**src/rtl/sram_ctrl_pkg.sv**
```systemverilog
// Shared encodings for the width-configurable SRAM access controller.
package sram_ctrl_pkg;

    localparam logic [1:0] CONF_W32  = 2'd0;
    localparam logic [1:0] CONF_W16  = 2'd1;
    localparam logic [1:0] CONF_W8   = 2'd2;
    localparam logic [1:0] CONF_RSVD = 2'd3;

    typedef enum logic [1:0] {
        ST_IDLE = 2'd0,
        ST_PRE  = 2'd1,
        ST_ACC  = 2'd2,
        ST_RESP = 2'd3
    } state_t;

    function automatic logic conf_legal(input logic [1:0] c);
        return c != CONF_RSVD;
    endfunction

endpackage

```
**src/rtl/sram_access_ctrl_if.sv**
```systemverilog
// Request/response handshake between a client (master) and the controller (slave).
interface sram_access_ctrl_if #(
    parameter int ROW_BITS = 5
);
    logic                req_valid;
    logic                req_ready;
    logic                req_we;
    logic [ROW_BITS+1:0] req_addr;
    logic [31:0]         req_wdata;
    logic                rsp_valid;
    logic [31:0]         rsp_rdata;

    modport master (
        output req_valid, req_we, req_addr, req_wdata,
        input  req_ready, rsp_valid, rsp_rdata
    );

    modport slave (
        input  req_valid, req_we, req_addr, req_wdata,
        output req_ready, rsp_valid, rsp_rdata
    );
endinterface

```
**src/rtl/sram_lane_align.sv**
```systemverilog
// Width-dependent address split, write-lane replication and read-lane extraction.
module sram_lane_align
    import sram_ctrl_pkg::*;
#(
    parameter int ROW_BITS = 5
) (
    input  logic [1:0]          conf,
    input  logic [ROW_BITS+1:0] addr,
    input  logic [31:0]         wdata,
    input  logic [1:0]          rd_seg,
    input  logic [31:0]         raw,
    output logic [ROW_BITS-1:0] row,
    output logic [1:0]          seg,
    output logic [31:0]         wdata_rep,
    output logic [31:0]         rdata
);

    always_comb begin
        row       = addr[ROW_BITS-1:0];
        seg       = 2'd0;
        wdata_rep = wdata;
        rdata     = raw;
        case (conf)
            CONF_W32: ;
            CONF_W16: begin
                row       = addr[ROW_BITS:1];
                seg       = {1'b0, addr[0]};
                wdata_rep = {2{wdata[15:0]}};
                rdata     = {16'h0, rd_seg[0] ? raw[31:16] : raw[15:0]};
            end
            CONF_W8: begin
                row       = addr[ROW_BITS+1:2];
                seg       = addr[1:0];
                wdata_rep = {4{wdata[7:0]}};
                rdata     = {24'h0, raw[{rd_seg, 3'b000} +: 8]};
            end
            default: ;
        endcase
    end

endmodule

```
**src/rtl/sram_access_ctrl.sv**
```systemverilog
// Single-outstanding SRAM sequencer: IDLE -> PRE -> ACC (ACC_CYCLES) -> RESP.
module sram_access_ctrl
    import sram_ctrl_pkg::*;
#(
    parameter int ROW_BITS   = 5,
    parameter int ACC_CYCLES = 1
) (
    input  logic                clk,
    input  logic                rst,
    input  logic                cfg_we,
    input  logic [1:0]          cfg_conf,
    output logic [1:0]          conf,
    sram_access_ctrl_if.slave   bus,
    output logic [ROW_BITS-1:0] sram_row,
    output logic [1:0]          sram_seg,
    output logic [1:0]          sram_conf,
    output logic                sram_pre,
    output logic                sram_wl_en,
    output logic                sram_we,
    output logic [31:0]         sram_wdata,
    input  logic [31:0]         sram_rdata
);

    localparam logic [3:0] ACC_LAST = 4'(ACC_CYCLES - 1);

    state_t              state, state_n;
    logic [3:0]          cnt;
    logic                acc_we;
    logic                pend_vld;
    logic [1:0]          pend_conf;
    logic                accept;
    logic                cfg_ok;
    logic [ROW_BITS-1:0] row_a;
    logic [1:0]          seg_a;
    logic [31:0]         wdata_a;
    logic [31:0]         rdata_a;

    assign accept    = (state == ST_IDLE) && bus.req_valid && bus.req_ready;
    assign cfg_ok    = cfg_we && conf_legal(cfg_conf);
    assign sram_conf = conf;

    // conf can only move in IDLE or on RESP->IDLE, so it equals the
    // acceptance-time conf for the whole access.
    sram_lane_align #(.ROW_BITS(ROW_BITS)) u_align (
        .conf      (conf),
        .addr      (bus.req_addr),
        .wdata     (bus.req_wdata),
        .rd_seg    (sram_seg),
        .raw       (sram_rdata),
        .row       (row_a),
        .seg       (seg_a),
        .wdata_rep (wdata_a),
        .rdata     (rdata_a)
    );

    always_ff @(posedge clk or posedge rst) begin
        if (rst) state <= ST_IDLE;
        else     state <= state_n;
    end

    always_comb begin
        state_n = state;
        case (state)
            ST_IDLE: if (accept) state_n = ST_PRE;
            ST_PRE:  state_n = ST_ACC;
            ST_ACC:  if (cnt == ACC_LAST) state_n = ST_RESP;
            ST_RESP: state_n = ST_IDLE;
            default: state_n = ST_IDLE;
        endcase
    end

    // Strobes are registered from the next state so they line up with it.
    always_ff @(posedge clk or posedge rst) begin
        if (rst) begin
            bus.req_ready <= 1'b0;
            bus.rsp_valid <= 1'b0;
            bus.rsp_rdata <= '0;
            sram_pre      <= 1'b0;
            sram_wl_en    <= 1'b0;
            sram_we       <= 1'b0;
            sram_row      <= '0;
            sram_seg      <= '0;
            sram_wdata    <= '0;
            cnt           <= '0;
            acc_we        <= 1'b0;
            conf          <= CONF_W32;
            pend_vld      <= 1'b0;
            pend_conf     <= CONF_W32;
        end else begin
            bus.req_ready <= state_n == ST_IDLE;
            bus.rsp_valid <= state_n == ST_RESP;
            sram_pre      <= state_n == ST_PRE;
            sram_wl_en    <= state_n == ST_ACC;
            sram_we       <= (state_n == ST_ACC) && acc_we;
            cnt           <= (state == ST_ACC) ? cnt + 4'd1 : 4'd0;

            if (accept) begin
                acc_we     <= bus.req_we;
                sram_row   <= row_a;
                sram_seg   <= seg_a;
                sram_wdata <= wdata_a;
            end

            if (state == ST_ACC && state_n == ST_RESP)
                bus.rsp_rdata <= acc_we ? 32'h0 : rdata_a;

            // A write landing in RESP is the newest pending value, so it wins.
            if (state == ST_IDLE && !accept) begin
                if (cfg_ok) conf <= cfg_conf;
            end else if (state_n == ST_IDLE) begin
                pend_vld <= 1'b0;
                if (cfg_ok)        conf <= cfg_conf;
                else if (pend_vld) conf <= pend_conf;
            end else if (cfg_ok) begin
                pend_vld  <= 1'b1;
                pend_conf <= cfg_conf;
            end
        end
    end

endmodule

```
**src/flat_wrapper.sv**
```systemverilog
// flat-port wrapper written by rule: the top's interface ports become plain ports
module sram_access_ctrl_flat import sram_ctrl_pkg::*;
#(
    parameter int ROW_BITS   = 5,
    parameter int ACC_CYCLES = 1
)
  (clk, rst, cfg_we, cfg_conf, conf, sram_row, sram_seg, sram_conf, sram_pre, sram_wl_en, sram_we, sram_wdata, sram_rdata, bus_req_valid, bus_req_we, bus_req_addr, bus_req_wdata, bus_req_ready, bus_rsp_valid, bus_rsp_rdata);
  sram_access_ctrl_if #(.ROW_BITS(ROW_BITS)) bus_i ();
  input  logic clk;
  input  logic rst;
  input  logic cfg_we;
  input  logic [1:0] cfg_conf;
  output logic [1:0] conf;
  output logic [ROW_BITS-1:0] sram_row;
  output logic [1:0] sram_seg;
  output logic [1:0] sram_conf;
  output logic sram_pre;
  output logic sram_wl_en;
  output logic sram_we;
  output logic [31:0] sram_wdata;
  input  logic [31:0] sram_rdata;
  input wire logic [$bits(bus_i.req_valid)-1:0] bus_req_valid;
  input wire logic [$bits(bus_i.req_we)-1:0] bus_req_we;
  input wire logic [$bits(bus_i.req_addr)-1:0] bus_req_addr;
  input wire logic [$bits(bus_i.req_wdata)-1:0] bus_req_wdata;
  output wire logic [$bits(bus_i.req_ready)-1:0] bus_req_ready;
  output wire logic [$bits(bus_i.rsp_valid)-1:0] bus_rsp_valid;
  output wire logic [$bits(bus_i.rsp_rdata)-1:0] bus_rsp_rdata;
  assign bus_i.req_valid = bus_req_valid;
  assign bus_i.req_we = bus_req_we;
  assign bus_i.req_addr = bus_req_addr;
  assign bus_i.req_wdata = bus_req_wdata;
  assign bus_req_ready = bus_i.req_ready;
  assign bus_rsp_valid = bus_i.rsp_valid;
  assign bus_rsp_rdata = bus_i.rsp_rdata;
  sram_access_ctrl #(.ROW_BITS(ROW_BITS), .ACC_CYCLES(ACC_CYCLES)) u_core (.clk(clk), .rst(rst), .cfg_we(cfg_we), .cfg_conf(cfg_conf), .conf(conf), .bus(bus_i), .sram_row(sram_row), .sram_seg(sram_seg), .sram_conf(sram_conf), .sram_pre(sram_pre), .sram_wl_en(sram_wl_en), .sram_we(sram_we), .sram_wdata(sram_wdata), .sram_rdata(sram_rdata));
endmodule
```
**config.mk**
```make
export PLATFORM = sky130hd
export DESIGN_NAME = sram_access_ctrl_flat
export DESIGN_NICKNAME = d
export VERILOG_FILES = /design/src/rtl/sram_ctrl_pkg.sv /design/src/rtl/sram_access_ctrl_if.sv /design/src/rtl/sram_lane_align.sv /design/src/rtl/sram_access_ctrl.sv /design/src/flat_wrapper.sv
export SDC_FILE = /design/constraint.sdc
export NUM_CORES = 1
export LEC_CHECK = 0
export CELL_PAD_IN_SITES_DETAIL_PLACEMENT = 0
export CELL_PAD_IN_SITES_GLOBAL_PLACEMENT = 1
export CORE_ASPECT_RATIO = 0.6
export CORE_MARGIN = 5
export CORE_UTILIZATION = 34
export CTS_BUF_LIST = sky130_fd_sc_hd__clkbuf_2 sky130_fd_sc_hd__clkbuf_4 sky130_fd_sc_hd__clkbuf_8
export DETAILED_ROUTE_END_ITERATION = 10
export GPL_TIMING_DRIVEN = 1
export PLACE_DENSITY = 0.81
export REMOVE_ABC_BUFFERS = 1
export SLEW_MARGIN = 0
export SYNTH_ARGS = -nofsm -noshare
export SYNTH_HDL_FRONTEND = slang
export SYNTH_SLANG_ARGS = --single-unit
```
**constraint.sdc**
```tcl
create_clock -name clk -period 3.6 [get_ports clk]
set_clock_uncertainty 0.15 [all_clocks]
set_input_delay 0.72 -clock clk [delete_from_list [all_inputs] [get_ports clk]]
set_output_delay 0.72 -clock clk [all_outputs]
set_load 0.03 [all_outputs]
```
# [Yosys cells after proc, flatten, opt, wreduce, memory -nomap -nowiden]
# Cells that the tools add are included.
[totals] regBits=88 latchBits=0 mem_bits_rw=0 rom_bits=0 input_bits=78 out_inout_bits=80 wordCells=62 mem_count=0
[op_classes] n_addsub=1 multipliers=0 div_mod_pow=0 magnitude_cmp=0 n_eq_ne=10 n_shift=1 n_mux=17 n_bitwise=2 n_reduce_logical=16
[ops] operator="32-bit one-hot mux with 2 select lines" n=2
[ops] operator="32-bit two-way mux" n=1
[ops] operator="32-bit by 6-bit variable part select with 8-bit output" n=1
[ops] operator="16-bit two-way mux" n=1
[ops] operator="2-bit two-way mux" n=7
[ops] operator="2-bit equality test, second input constant" n=5
[ops] operator="5-bit one-hot mux with 2 select lines" n=1
[ops] operator="2-bit one-hot mux with 4 select lines" n=1
[ops] operator="2-bit by 1-bit equality test with 1-bit output, second input constant" n=3
[ops] operator="1-bit logical AND" n=6
[ops] operator="3-bit AND reduction" n=2
[ops] operator="2-bit nonzero test" n=3
[ops] operator="4-bit by 1-bit adder with 4-bit output, second input constant" n=1
[ops] operator="2-bit zero test" n=2
[ops] operator="4-bit zero test" n=1
[ops] operator="4-bit two-way mux" n=1
[ops] operator="2-bit one-hot mux with 2 select lines" n=1
[ops] operator="1-bit two-way mux" n=2
[ops] operator="2-bit by 1-bit inequality test with 1-bit output, second input constant" n=1
[ops] operator="2-bit inequality test, second input constant" n=1
[ops] operator="1-bit NOT" n=2
[ops] operator="2-bit AND reduction" n=1
[ops] operator="1-bit zero test" n=1

# [Logic depth before layout (Yosys ltp)]
# Gate-level depths: netlist of run 1.
[logic_depth] word_depth=8 mapped_depth=9 ltp_nobuf=7

# [Hierarchy]
# From an unflattened synthesis of run 1, not the netlist that was laid out.
[unflattened] hier_cells=437 area_unflattened_um2=4635.7
[modules_own_cells] mod="sram_access_ctrl" instances=1 cells_each=285 area_per_inst_um2=3549.7 seq_area_each_um2=2202.1
[modules_own_cells] mod="sram_lane_align" instances=1 cells_each=152 area_per_inst_um2=1086.0 seq_area_each_um2=0.0

# [Least setup slack after synthesis of run 1]
# No wires, ideal clock.
[synth_timing] path_kind="reg2reg" start="reg u_core.conf[0]" end="reg u_core.sram_wdata[10]" setup_ns=0.137 arrival_time_ns=1.780 required_ns=3.313 slack_ns=1.533 stages_incl_launch_ff=9 n_path_buf=3 period_less_slack_ns=2.067 path_cell_list="dfrtp_1 inv_1 ha_1 clkbuf_1 nor2b_1 buf_2 buf_2 a221oi_1 a21oi_1"
[synth_via] elab_chain_cells=2 word_cells_on_any_way=3 classes_between="eq/ne (2); mux (1)"
[synth_rtl] element="start, declared" line_no="sram_access_ctrl.sv:12" rtl="output logic [1:0] conf,"
[synth_rtl] element="start signal, assigned" line_no="sram_access_ctrl.sv:109" rtl="if (cfg_ok) conf <= cfg_conf;"
[synth_rtl] element="start signal, assigned" line_no="sram_access_ctrl.sv:112" rtl="if (cfg_ok) conf <= cfg_conf;"
[synth_rtl] element="start signal, assigned" line_no="sram_access_ctrl.sv:113" rtl="else if (pend_vld) conf <= pend_conf;"
[synth_rtl] element="2-bit equality test or 2-bit by 1-bit equality test with 1-bit output (tied branches)" line_no="sram_lane_align.sv:23" rtl="case (conf)"
[synth_rtl] element="32-bit one-hot mux with 2 select lines *" line_no="sram_lane_align.sv:23"
[synth_rtl] element="end signal, assigned" line_no="sram_access_ctrl.sv:101" rtl="sram_wdata <= wdata_a;"
[synth_rtl] element="end, declared" line_no="sram_access_ctrl.sv:20" rtl="output logic [31:0] sram_wdata,"
# Every way passes the cells marked *; elsewhere a longest branch is shown, timed or not.
# A chain may end at the register's enable or synchronous reset.

# [Final worst setup path of run 1]
[layout_timing] start="reg u_core.sram_seg[1]" end="out sram_seg[1]"
[layout_lines] element="start, declared" line_no="sram_access_ctrl.sv:15" rtl="output logic [1:0] sram_seg,"
[layout_lines] element="start signal, assigned" line_no="sram_access_ctrl.sv:100" rtl="sram_seg <= seg_a;"
[layout_lines] element="end, declared" line_no="flat_wrapper.sv:15" rtl="output logic [1:0] sram_seg;"
# No word-level cell between the ends.

==> reports/summary.md, run 1 <==
Wires add up to 13790 um. The tools report the max-cap violation count as 0. The largest family of logic cells by synthesized area is compound AO/OA/AOI/OAI gates.

Hold-fix buffer count after cts: 0. The synthesized design contains 88 register bits. In this run the post-CTS setup repair buffer count came out at 0.

The mux cell area share after synthesis is 0.05713. Synthesis handed over a netlist of 432 instances. The normalized max-slew margin is 0.4474. The final setup TNS was 0 ns. The worst setup path category was reg2out. Dividing the synthesized area by the synthesized cell count gives 9.836 sq um. The pin count of the biggest net entering global routing was 65; the global placement routability congestion was 0.7854. The clock-pin transition on the worst setup and hold timing paths was 0.08 ns; the top fanout value on the critical path was 10. In the routed layout, each cell is associated on average with a via count of 5.280. In this run the static leakage power is 2.611 nW.

The hold violation count in the final report is 0, and the synthesized area is 4249 sq um. Summing over every cut layer, the via total after detailed routing is 3939. For this run, the top clock speed supported by timing is 372.0 MHz. The sum of buffers and inverters on the critical path came out at 1. The tools report the worst flop-to-flop path endpoint as u_core.bus.rsp_rdata[14]. The post-synthesis simple-gate area fraction was 0.1605; the number of buffers added on ports was 157. After synthesis, the cell types taking the most area are sky130_fd_sc_hd__dfrtp_1 52%, sky130_fd_sc_hd__nand2_1 8.9%, sky130_fd_sc_hd__mux4_2 4.2%.

The clock insertion delay at the later pin of the skew report was 0.37 ns. CTS built an H-tree with a depth of 3. The fraction of final layout cells with drive strength greater than 1 is 0.08090.

In the final design database the tool counted 661 nets. The final core utilization was 0.5096; the delay of the slowest cell on the worst path was 0.79 ns. Cell count along the critical path: 1.

STA classifies the critical path startpoint as a flip-flop. The tools report the full die area as 14910 sq um. Share of the synthesized area in the top cell type: 0.5183. The first global-routing pass estimated 21440 um of wire. The final clock period utilization by the worst path is 0.7468, and the global routing usage summed across all routing layers is 0.1846. VDD sags by at most 433.3 uV.

TritonCTS built the clock tree. The via count of the first global-routing pass is 3833. For the initial core utilization, the log shows 0.3500. 0 antenna diodes ended up in the layout. The Yosys step of the flow raised 0 warnings. The worst-case hold path end point is u_core.bus.rsp_rdata[4]. The clock period could shrink to 2.688 ns. The sort of element at the end of the critical path is a primary output. TritonCTS created 9 clock buffers. The setup check on the worst reg-to-reg path leaves a slack of 0.98 ns. The tools report the hold path startpoint as u_core.bus.rsp_rdata[4]. Counting every sink on the clock net gives 88. The min-delay analysis places its worst path in the category reg2reg. For the sequential area share after synthesis, the log shows 0.5183. The number of placement rows was 31. At the worst endpoint, the required time is 2.73 ns. For this run, design rule violations remaining after detail routing come to 0.

Among cell families on the critical path, the largest total delay comes from buffers and inverters. The power per unit of standard cell area works out to 1010 nW/um^2. The pre-antenna-repair detailed-routing pass consisted of 7 iterations.

After detailed placement, the design holds a cell count of 730. The biggest area contributor in the post-synthesis netlist is sky130_fd_sc_hd__dfrtp_1. The logs give 12140 sq um for the core box area and 6.247 mW for the total power consumption of the routed design. The total of cells resized after clock tree synthesis came out at 0. For the number of antenna violations at the first check in global routing, the log shows 0. The vertical die dimension came out at 96.60 um. The area growth from synthesis to layout is 45.61%.

Instance count along the most critical hold path: 2. The largest individual stage delay along the critical path comes from the cell sky130_fd_sc_hd__clkdlybuf4s50_1. Counting cells, the worst reg-to-reg path comes to 6. Setup repair after global routing left no endpoint under its margin. The die is 154.3 um wide.

Count of pins over their slew limit: 0. Setup violations remaining at the end of the flow were counted as 0. The distinct cell type count of the synthesized netlist is 37. The complex-gate fraction of the synthesized area is 0.1932, and the average wire per standard cell is 18.49 um. The area share of xor/xnor cells in the synthesized design is 0.004122, and the slew at the pin closest to its max-slew limit is 0.8259 ns.

The finished layout holds 746 standard cells, fillers aside. Aggregate global routing overflow: 0. The flow ran to the end, and the final reports show no timing, DRC or antenna violations. For the worst setup path, the data arrival time is 1.82 ns. The startpoint identified for the worst register-to-register timing path is u_core.conf[0]. Traced cell by cell, the critical path runs through clkdlybuf4s50_1.

The tools report the number of buffers on the longest clock path as 2. The I/O pin total is 158. The setup slack after placement is 0.9785 ns. The run gives 317 as the initial DRC count. The tree is rooted in a sky130_fd_sc_hd__clkbuf_8.

In the post-route analysis, the smallest setup slack over all paths is 0.9116 ns. The adder-cell area share of the yosys netlist is 0.02061, and the final HPWL from detailed placement is 10200 um. The detail route stage leaves a number of antenna-violating nets equal to 0.
stage by stage:
step / cell area (sq um) / hold WS [ns]
2_1_floorplan: 4090 / 0.3015
4_1_cts: 6187 / 0.3381
3_5_place_dp: 5962 / 0.3182
6_report: 6187 / 0.3304
3_3_place_gp: 5962 / 0.3101
5_1_grt: 6187 / 0.3600
final cells by class:
type	instances	area, sq um
clock buffers	13	160.2
clock inverters	3	65.06
fillers	1119	5953
inverters	10	38.79
multi-input cells	300	1856
flip-flops and latches	88	2202
well taps	165	206.4
repair buffers	167	1659
flip-flops by register name, indices dropped and copies added, names as in the netlist:
name,flops
u_core.sram_wdata,32
u_core.sram_row,5
u_core.sram_we,1
u_core.pend_conf,2
u_core.sram_pre,1
u_core.sram_wl_en,1
u_core.acc_we,1
u_core.bus.rsp_rdata,32
u_core.cnt,4
u_core.pend_vld,1
u_core.bus.rsp_valid,1
u_core.bus.req_ready,1
u_core.conf,2
u_core.state,2
u_core.sram_seg,2
cell usage after synthesis (all sizes together):
cell type	number
a21boi	1
a21o	1
a21oi	26
a221oi	16
a222oi	8
a22o	9
a22oi	13
a2bb2oi	1
and2	7
and3	2
and4b	1
buf	17
clkbuf	17
dfrtp	88
ha	7
inv	10
mux2	2
mux2i	4
mux4	8
nand2	101
nand3	4
nor2	43
nor2b	4
o211ai	1
o21ai	22
o31ai	16
or3	1
xnor2	1
xor2	1
kinds of logic (layout without fill, tap and decap cells):
logic type      Yosys count  count (layout)
simple gates            163             163
compound gates          114             114
flops                    88              88
buf+inv                  44             193
mux                      14              14
fa+ha+maj                 7               7
xor+xnor                  2               2
how the worst max path moves through the flow:
stage	endpoint	slack, ns	startpoint
2_1_floorplan	u_core.acc_we	0.45	rst
3_3_place_gp	u_core.bus.rsp_rdata[29]	1.08	bus_req_valid
3_5_place_dp	u_core.bus.rsp_rdata[29]	0.98	bus_req_valid
4_1_cts	sram_seg[1]	0.90	u_core.sram_seg[1]
5_1_grt	u_core.bus.rsp_rdata[14]	0.76	u_core.conf[0]
6_report	sram_seg[1]	0.91	u_core.sram_seg[1]
routing by layer:
layer / share of wire / wire length (um) / vias up / GRT usage
li1: - / - / 1814 / -
met1: 0.46 / 6377 / 1937 / 0.2611
met2: 0.42 / 5796 / 179 / 0.2660
met3: 0.11 / 1550 / 9 / 0.07744
met4: 0.0048 / 66 / 0 / 0.03747
met5: 0 / 0 / - / 0
power breakdown:
part	internal, mW	leakage (nW)	switching (mW)
Sequential	1.44	1.10	0.310
Clock	0.433	0.118	0.355
Combinational	1.47	1.39	2.24
Total	3.34	2.61	2.90
layout by cell type (no fill, tap or decap), types with 2 or more instances in the layout:
| cell | count |
|---|---|
| sky130_fd_sc_hd__a21oi_1 | 23 |
| sky130_fd_sc_hd__a21oi_2 | 2 |
| sky130_fd_sc_hd__a221oi_1 | 16 |
| sky130_fd_sc_hd__a222oi_1 | 8 |
| sky130_fd_sc_hd__a22o_1 | 9 |
| sky130_fd_sc_hd__a22oi_1 | 13 |
| sky130_fd_sc_hd__and2_1 | 7 |
| sky130_fd_sc_hd__and3_1 | 2 |
| sky130_fd_sc_hd__buf_4 | 9 |
| sky130_fd_sc_hd__bufinv_16 | 2 |
| sky130_fd_sc_hd__clkbuf_4 | 3 |
| sky130_fd_sc_hd__clkbuf_8 | 10 |
| sky130_fd_sc_hd__clkdlybuf4s50_1 | 157 |
| sky130_fd_sc_hd__clkinv_2 | 2 |
| sky130_fd_sc_hd__dfrtp_1 | 88 |
| sky130_fd_sc_hd__ha_1 | 6 |
| sky130_fd_sc_hd__inv_1 | 9 |
| sky130_fd_sc_hd__mux2_2 | 2 |
| sky130_fd_sc_hd__mux2i_1 | 4 |
| sky130_fd_sc_hd__mux4_2 | 8 |
| sky130_fd_sc_hd__nand2_1 | 101 |
| sky130_fd_sc_hd__nand3_1 | 3 |
| sky130_fd_sc_hd__nor2_1 | 42 |
| sky130_fd_sc_hd__nor2b_1 | 3 |
| sky130_fd_sc_hd__o21ai_0 | 22 |
| sky130_fd_sc_hd__o31ai_1 | 16 |
worst reg2reg max path, delay by kind of cell (launching register included):
kind | cells | cell delay, ns
buffers and inverters | 1 | 0.10
AND/OR/NAND/NOR | 2 | 1.12
adder cells (fa/ha/maj) | 1 | 0.39
AO/OA/AOI/OAI | 2 | 0.34
flip-flops | 1 | 0.43
No activity file was read; power rests on OpenSTA's default activity.
==> inputs of run 2 (changes only) <==
==> constraint.sdc (replaced) <==
create_clock -name clk -period 2.8 [get_ports clk]
set_clock_uncertainty 0.15 [all_clocks]
set_input_delay 0.56 -clock clk [delete_from_list [all_inputs] [get_ports clk]]
set_output_delay 0.56 -clock clk [all_outputs]
set_load 0.03 [all_outputs]
==> reports/summary.md, run 2 (synthesis gave the netlist of run 1 again) <==
The run gives 0.591 as the logic gate share of total power. The tools report the proportion of power drawn by the clock network as 0.130. The worst hold path terminates at u_core.sram_wdata[5]. 158 I/O pins were placed.

The instance count along the most critical hold path works out to 2. Adding up every negative setup slack in the final design gives 0 ns. The tools report the number of placement rows as 31. The logs give 0.3289 ns for the minimum hold slack and 0.3500 for the initial core utilization.

After the last flow step, the layout net total stands at 662. Leaving out fill and tap cells, the most frequent cell in the layout is sky130_fd_sc_hd__clkdlybuf4s50_1. The tools report the arrival time reported for the critical path endpoint as 2.56 ns. The tools report the total via count after detailed routing as 3922.

Final clock period utilization by the worst path: 0.8772. The area growth from synthesis to final layout was 46.11%. The run gives 2 as the number of buffers on the longest clock path. For the worst-skew pair, the clock arrives at the later sink with an insertion delay of 0.36 ns.

The count of pins over their slew limit is 0, and the power per unit of standard cell area is 1304 nW/um^2. The hold-fix buffer count after cts was 0; the full die area was 14910 sq um. In the routed design, unresolved DRC markers number 0. For this block, the routed nets add up to 13540 um of wire.

For the normalized max-slew margin, the log shows 0.3618. The setup path with the least slack is of type reg2reg. The average via count per standard cell is 5.250. The library cells used most frequently in the layout, excluding fill and tap cells, are 157 x sky130_fd_sc_hd__clkdlybuf4s50_1, 101 x sky130_fd_sc_hd__nand2_1, 88 x sky130_fd_sc_hd__dfrtp_1. In this run the worst path has a maximum fanout of 16.

Across the VDD grid, the largest voltage drop is 637.6 uV. In this run the critical register-to-register path is launched from u_core.conf[0]. The logs give 12140 sq um for the core box area and 0 for the number of antenna violations at the first check in global routing. The detail route stage leaves a number of antenna-violating nets equal to 0. Dividing the detail-routed wire length by the instance count gives 18.12 um. After layout, the minimum clock period comes to 2.456 ns.

The run gives 0 as the hold violation count in the final report. CTS placed an instance of sky130_fd_sc_hd__clkbuf_8 at the clock tree root. Measured in cells, the most critical reg-to-reg path has a length of 5. The first global-routing pass estimated 21110 um of wire. The overall die width is 154.3 um, and the total of cells resized after clock tree synthesis is 0.

Via count of the first global-routing pass: 3850. The count of buffers added by post-CTS timing repair for setup is 0, and the H-tree depth is 3. For flop-to-flop paths, the worst setup slack is 0.34 ns. Summed over all cells, the static leakage comes to 2.618 nW.

For this design the total switching power over the nets is 3.734 mW. The sequential power share was 0.279. For the pin with the worst max-slew slack, the measured transition is 0.9530 ns.

The min-delay analysis places its worst path in the category reg2reg. At the worst endpoint, the required time is 2.91 ns. At the end of routability-driven placement, the weighted congestion stood at 0.7860. The switching share of power is 0.4612, and the total power consumption of the routed design is 8.097 mW. In this run the critical register-to-register path is captured at u_core.bus.rsp_rdata[6]. The tools report the total CTS buffers as 9.

The global routing usage summed across all routing layers is 0.1805, and the number of filler cells placed in the layout is 1109. The number of inserted diodes was 0. The clock-pin transition on the worst setup and hold timing paths works out to 0.09 ns.

Setup repair after global routing left no endpoint under its margin. The logs give 0 for the final setup violation count and 5 for the number of detailed-routing iterations run before antenna repair. The cell-internal power is 4.363 mW, and the number of buffers added on ports is 157. From bottom edge to top edge, the die measures 96.60 um. Entering global routing, the biggest net connects 89 pins. TritonCTS built the clock tree. After global routing the overflow that remains totals 0.

The run finished with clean final reports. The tree built by TritonCTS fans out to 88 sinks. Once detailed placement completed, the half-perimeter wirelength came to 9958 um.

The startpoint class of the critical path is a flip-flop. The critical path starts at u_core.conf[0]. Based on the critical path, the design can be clocked at up to 407.1 MHz. Across the run, the number of max-cap violations was 0. The fraction of final layout cells with drive strength greater than 1 works out to 0.08247. After the first detailed-routing iteration, the DRC count stood at 302. The tools report the hold path startpoint as u_core.sram_wdata[5].

In the final layout, the registers with the most flip-flops are u_core.bus.rsp_rdata x32, u_core.sram_wdata x32, u_core.sram_row x5. Sort of element at the end of the critical path: a flip-flop.
==> run 2: worst max-delay path by stage <==
stage	depth (start not counted)	slack (ns)	endpoint
6_report	5	0.34	u_core.bus.rsp_rdata[6]
5_1_grt	1	0.24	sram_seg[0]
4_1_cts	1	0.30	sram_seg[0]
3_5_place_dp	6	0.36	u_core.bus.rsp_rdata[31]
3_3_place_gp	6	0.45	u_core.bus.rsp_rdata[29]
2_1_floorplan	1	-0.19	u_core.acc_we
==> run 2: area by class of cell <==
type	instances	area, sq um	area share
flip-flops and latches	88	2202	0.3547
multi-input cells	300	1856	0.2989
repair buffers	168	1667	0.2684
well taps	165	206.4	0.03325
clock buffers	10	131.4	0.02116
clock inverters	6	107.6	0.01733
inverters	10	38.79	0.006247
==> run 2: metrics by stage <==
stage               instance area [sq um]  worst slack [ns]    util  instances
floorplan                            4090           -0.1886       -        398
global placement                     5969            0.4472  0.4917        731
detailed placement                   5969            0.3627  0.4917        731
CTS                                  6208            0.3046  0.5114        747
global route                         6208            0.2399  0.5114        747
finish                               6208            0.3439  0.5114        747
==> run 2: metal layers <==
layer  share of wire  up-vias  routed length (um)  track usage
li1                -     1811                   -            -
met1            0.47     1907                6324       0.2551
met2            0.42      190                5719       0.2642
met3            0.10       14                1387      0.07254
met4          0.0077        0                 104      0.03306
met5               0        -                   0            0
==> run 2: worst max-delay path, stage by stage, from the launching register on <==
cell	delay (ns)
sky130_fd_sc_hd__dfrtp_1	0.43
sky130_fd_sc_hd__inv_1	0.09
sky130_fd_sc_hd__ha_2	0.40
sky130_fd_sc_hd__nor2b_2	0.78
sky130_fd_sc_hd__a222oi_1	0.25
sky130_fd_sc_hd__o31ai_1	0.26
==> run 2: power by group through the flow <==
stage / combinational [mW] / clock (mW) / sequential (mW)
6_report: 4.78 / 1.05 / 2.26
5_1_grt: 5.13 / 1.14 / 2.34
4_1_cts: 4.81 / 1.09 / 2.27
3_5_place_dp: 4.80 / 0 / 2.28
3_3_place_gp: 4.73 / 0 / 2.26
2_1_floorplan: 1.78 / 0 / 3.27
==> inputs of run 3 (changes only) <==
--- a/config.mk
+++ b/config.mk
@@ -9,13 +9,15 @@
 export CELL_PAD_IN_SITES_GLOBAL_PLACEMENT = 1
 export CORE_ASPECT_RATIO = 0.6
 export CORE_MARGIN = 5
-export CORE_UTILIZATION = 34
+export CORE_UTILIZATION = 36
 export CTS_BUF_LIST = sky130_fd_sc_hd__clkbuf_2 sky130_fd_sc_hd__clkbuf_4 sky130_fd_sc_hd__clkbuf_8
 export DETAILED_ROUTE_END_ITERATION = 10
 export GPL_TIMING_DRIVEN = 1
-export PLACE_DENSITY = 0.81
+export HOLD_SLACK_MARGIN = 0.02
+export PLACE_DENSITY = 0.82
 export REMOVE_ABC_BUFFERS = 1
 export SLEW_MARGIN = 0
 export SYNTH_ARGS = -nofsm -noshare
 export SYNTH_HDL_FRONTEND = slang
+export SYNTH_HIERARCHICAL = 1
 export SYNTH_SLANG_ARGS = --single-unit
==> reports/summary.md, run 3 <==
The routed layout has 3779 vias. At the worst endpoint, the required time is 2.92 ns. Final hold analysis gives a worst-case slack of 0.3315 ns. Max-cap violation count: 0. The total CTS buffers is 9, and the area growth from synthesis to final layout is 40.27%. The vertical die dimension came out at 97.90 um. The final layout contains 660 nets. Sort of element at the end of the critical path: a flip-flop. In the final layout, the registers with the most flip-flops are u_core/bus.rsp_rdata x32, u_core/sram_wdata x32, u_core/sram_row x5.

In this run, post-CTS repair resized a total of 0 instances. Row generation in the floorplan step produced 32 rows. The cell area after layout was 6502 sq um. The logs give 0.4750 for the sequential area share after synthesis and 158 for the I/O pin total.

After detailed routing, the average wire length per cell comes to 18.03 um. The post-layout minimum cycle time is 2.327 ns, and the overall die width is 156.5 um. The path class of the tightest hold or removal check is reg2reg.

The logic gate share of total power was 0.611; the switching share of power was 0.4465. The most frequent cell after synthesis is sky130_fd_sc_hd__dfrtp_1. The proportion of register bits with asynchronous set or reset after synthesis works out to 1.000. The final clock period utilization by the worst path works out to 0.8311.

For this design, the CTS-stage hold fixing added 0 buffers. The fraction of final layout cells with drive strength greater than 1 is 0.1379, and the count of clock tree sinks is 88. The proportion of power drawn by the clock network is 0.113, and the met1 wire length is 6404 um. Setup repair after global routing left no endpoint under its margin.

The library cell used most frequently in the layout, excluding fill and tap cells, is sky130_fd_sc_hd__clkdlybuf4s50_1. In this run the tool buffered the top-level ports with 157 buffer cells. For this block, the initial DRC count from the detailed router was 168. The first global-routing pass estimated 21360 um of wire. The via count of the first global-routing pass came out at 3945. 0 antenna diodes ended up in the layout.

The post-detailed-route DRC marker count is 0. The synthesized design contains 0 enable-type register cells. The sequential power share is 0.276.

Entering global routing, the biggest net connects 65 pins. For this run, the leading register cell type out of synthesis is sky130_fd_sc_hd__dfrtp_1. The share of the synthesized area in the top cell type is 0.4750, and the synthesized area divided by synthesized cell count is 10.61 sq um. The tools report the hold violation count in the final report as 0. The run gives 15320 sq um as the full die area. The clock root buffer is sky130_fd_sc_hd__clkbuf_8.

For this run, the top clock speed supported by timing is 429.7 MHz. The run gives 4636 sq um as the synthesized area. The tools report the number of buffers on the longest clock path as 2.

The tools report the setup slack after placement as 0.4424 ns. IR analysis of the VDD net gives a maximum drop of 746.0 uV. Setup violations remaining at the end of the flow were counted as 0. The global routing usage summed across all routing layers was 0.1753. The tools report the post-detailed-placement cell area as 6306 sq um.

Ranked by instance count, the synthesized netlist is headed by 88 x sky130_fd_sc_hd__dfrtp_1, 49 x sky130_fd_sc_hd__nand2_1, 43 x sky130_fd_sc_hd__mux2_2, 39 x sky130_fd_sc_hd__o21ai_0, 32 x sky130_fd_sc_hd__nand2b_1. Counting flops and latches in the post-synthesis netlist gives 88. The tools report the distinct cell type count of the synthesized netlist as 41. The final layout contains routed wiring with a total length of 13520 um.

In the post-route analysis, the smallest setup slack over all paths is 0.4729 ns. The biggest area consumer among synthesized cells is sky130_fd_sc_hd__dfrtp_1. For the number of filler cells placed in the layout, the log shows 1158. The number of antenna violations at the first check in global routing was 0.

Highest routing layer actually used: met4. The wire-length estimate of the detail-placed layout is 10050 um. The average via count per standard cell was 5.039.

The number of detailed-routing iterations run before antenna repair is 4, and the global placement routability congestion is 0.7965. The H-tree depth is 3, and the routed length on met2 is 5873 um. Summed over all layers, the global routing overflow is 0. TritonCTS built the clock tree. At the later pin of the worst-skew pair, clock insertion delay measures 0.35 ns.

The tools report the met3 routed wirelength as 1184 um. Internal power comes to 4.353 mW. The critical path is of the reg2reg type. Along the worst path, the maximum fanout reaches 18. Clock-pin transition on the worst setup and hold timing paths: 0.09 ns. The total area inside the core boundary comes to 12730 sq um. The startpoint class of the critical path is a flip-flop. For the cell count after synthesis, the log shows 437. The count of pins over their slew limit came out at 0. The logs give 0.4201 for the normalized max-slew margin and 0.3641 for the initial core utilization. Leaving out fill and tap cells, the most frequent cells in the layout are 157 x sky130_fd_sc_hd__clkdlybuf4s50_1, 88 x sky130_fd_sc_hd__dfrtp_1, 49 x sky130_fd_sc_hd__nand2_1.

Static power due to leakage: 2.741 nW. The flow ran to the end, and the final reports show no timing, DRC or antenna violations. Count of buffers added by post-CTS timing repair for setup: 0.

STA puts the critical path data arrival time at 2.44 ns. The count of nets left with antenna violations once routing finished came out at 0. Overall power consumption after layout is estimated at 7.864 mW. The switching power of the nets was 3.511 mW; the power per unit of standard cell area was 1209 nW/um^2.

At the pin with the least slew margin, the transition time is 0.8699 ns. In the post-synthesis netlist, the biggest area contributors are sky130_fd_sc_hd__dfrtp_1 48%, sky130_fd_sc_hd__mux2_2 10%, sky130_fd_sc_hd__a22o_1 4.5%. The count of warnings emitted by yosys was 6.
run 3: logic make-up (layout without fill, tap and decap cells):
family	after synthesis	in the layout	synth area share
AND/OR/NAND/NOR	121	121	0.1371
AO/OA/AOI/OAI	107	107	0.1609
flip-flops	88	88	0.4750
multiplexers	62	62	0.1463
buffers and inverters	50	193	0.05803
adder cells (fa/ha/maj)	7	7	0.01889
XOR/XNOR	2	2	0.003779
run 3: final timing paths:
check | depth (start not counted) | slack [ns] | startpoint | endpoint
max | 7 | 0.47 | u_core/conf[0] | u_core/bus.rsp_rdata[0]
min | 2 | 0.33 | u_core/bus.rsp_rdata[23] | u_core/bus.rsp_rdata[23]
max reg2reg | 7 | 0.47 | u_core/conf[0] | u_core/bus.rsp_rdata[0]
min reg2reg | 2 | 0.33 | u_core/bus.rsp_rdata[23] | u_core/bus.rsp_rdata[23]
max in group asynchronous | 3 | 1.53 | rst | u_core/bus.req_ready
min in group asynchronous | 2 | 0.36 | rst | u_core/cnt[0]
run 3: layout make-up:
type	instances	area (sq um)	share of cell area
clock inverter	5	57.56	0.008851
clock buffer	11	138.9	0.02136
tap	170	212.7	0.03271
multi-input combinational	299	2181	0.3354
timing repair buffer	167	1672	0.2571
sequential	88	2202	0.3387
inverter	10	38.79	0.005965
run 3: metal layers:
layer / track usage / vias up
met5: 0 / -
li1: - / 1810
met1: 0.2503 / 1843
met4: 0.03133 / 0
met2: 0.2553 / 118
met3: 0.06864 / 8
run 3: critical path, stage by stage, from the launching register on:
cell                       delay [ns]
sky130_fd_sc_hd__dfrtp_1         0.43
sky130_fd_sc_hd__inv_1           0.09
sky130_fd_sc_hd__ha_2            0.42
sky130_fd_sc_hd__or3b_1          0.58
sky130_fd_sc_hd__o22ai_1         0.19
sky130_fd_sc_hd__a221o_1         0.14
sky130_fd_sc_hd__nand2b_1        0.06
sky130_fd_sc_hd__o21ai_0         0.18
run 3: through the flow:
step / util / cells / setup TNS, ns
3_5_place_dp: 0.4953 / 734 / 0
2_1_floorplan: - / 397 / -39.82
4_1_cts: 0.5107 / 750 / 0
3_3_place_gp: 0.4953 / 734 / 0
5_1_grt: 0.5107 / 750 / 0
6_report: 0.5107 / 750 / 0
run 3: power groups by stage:
stage	Combinational [mW]	Clock (mW)	Sequential, mW
after detailed placement	4.83	0	2.19
after global routing	5.17	0.982	2.25
after floorplan	2.01	0	3.09
final	4.81	0.886	2.17
after CTS	4.84	0.925	2.18
after global placement	4.74	0	2.17
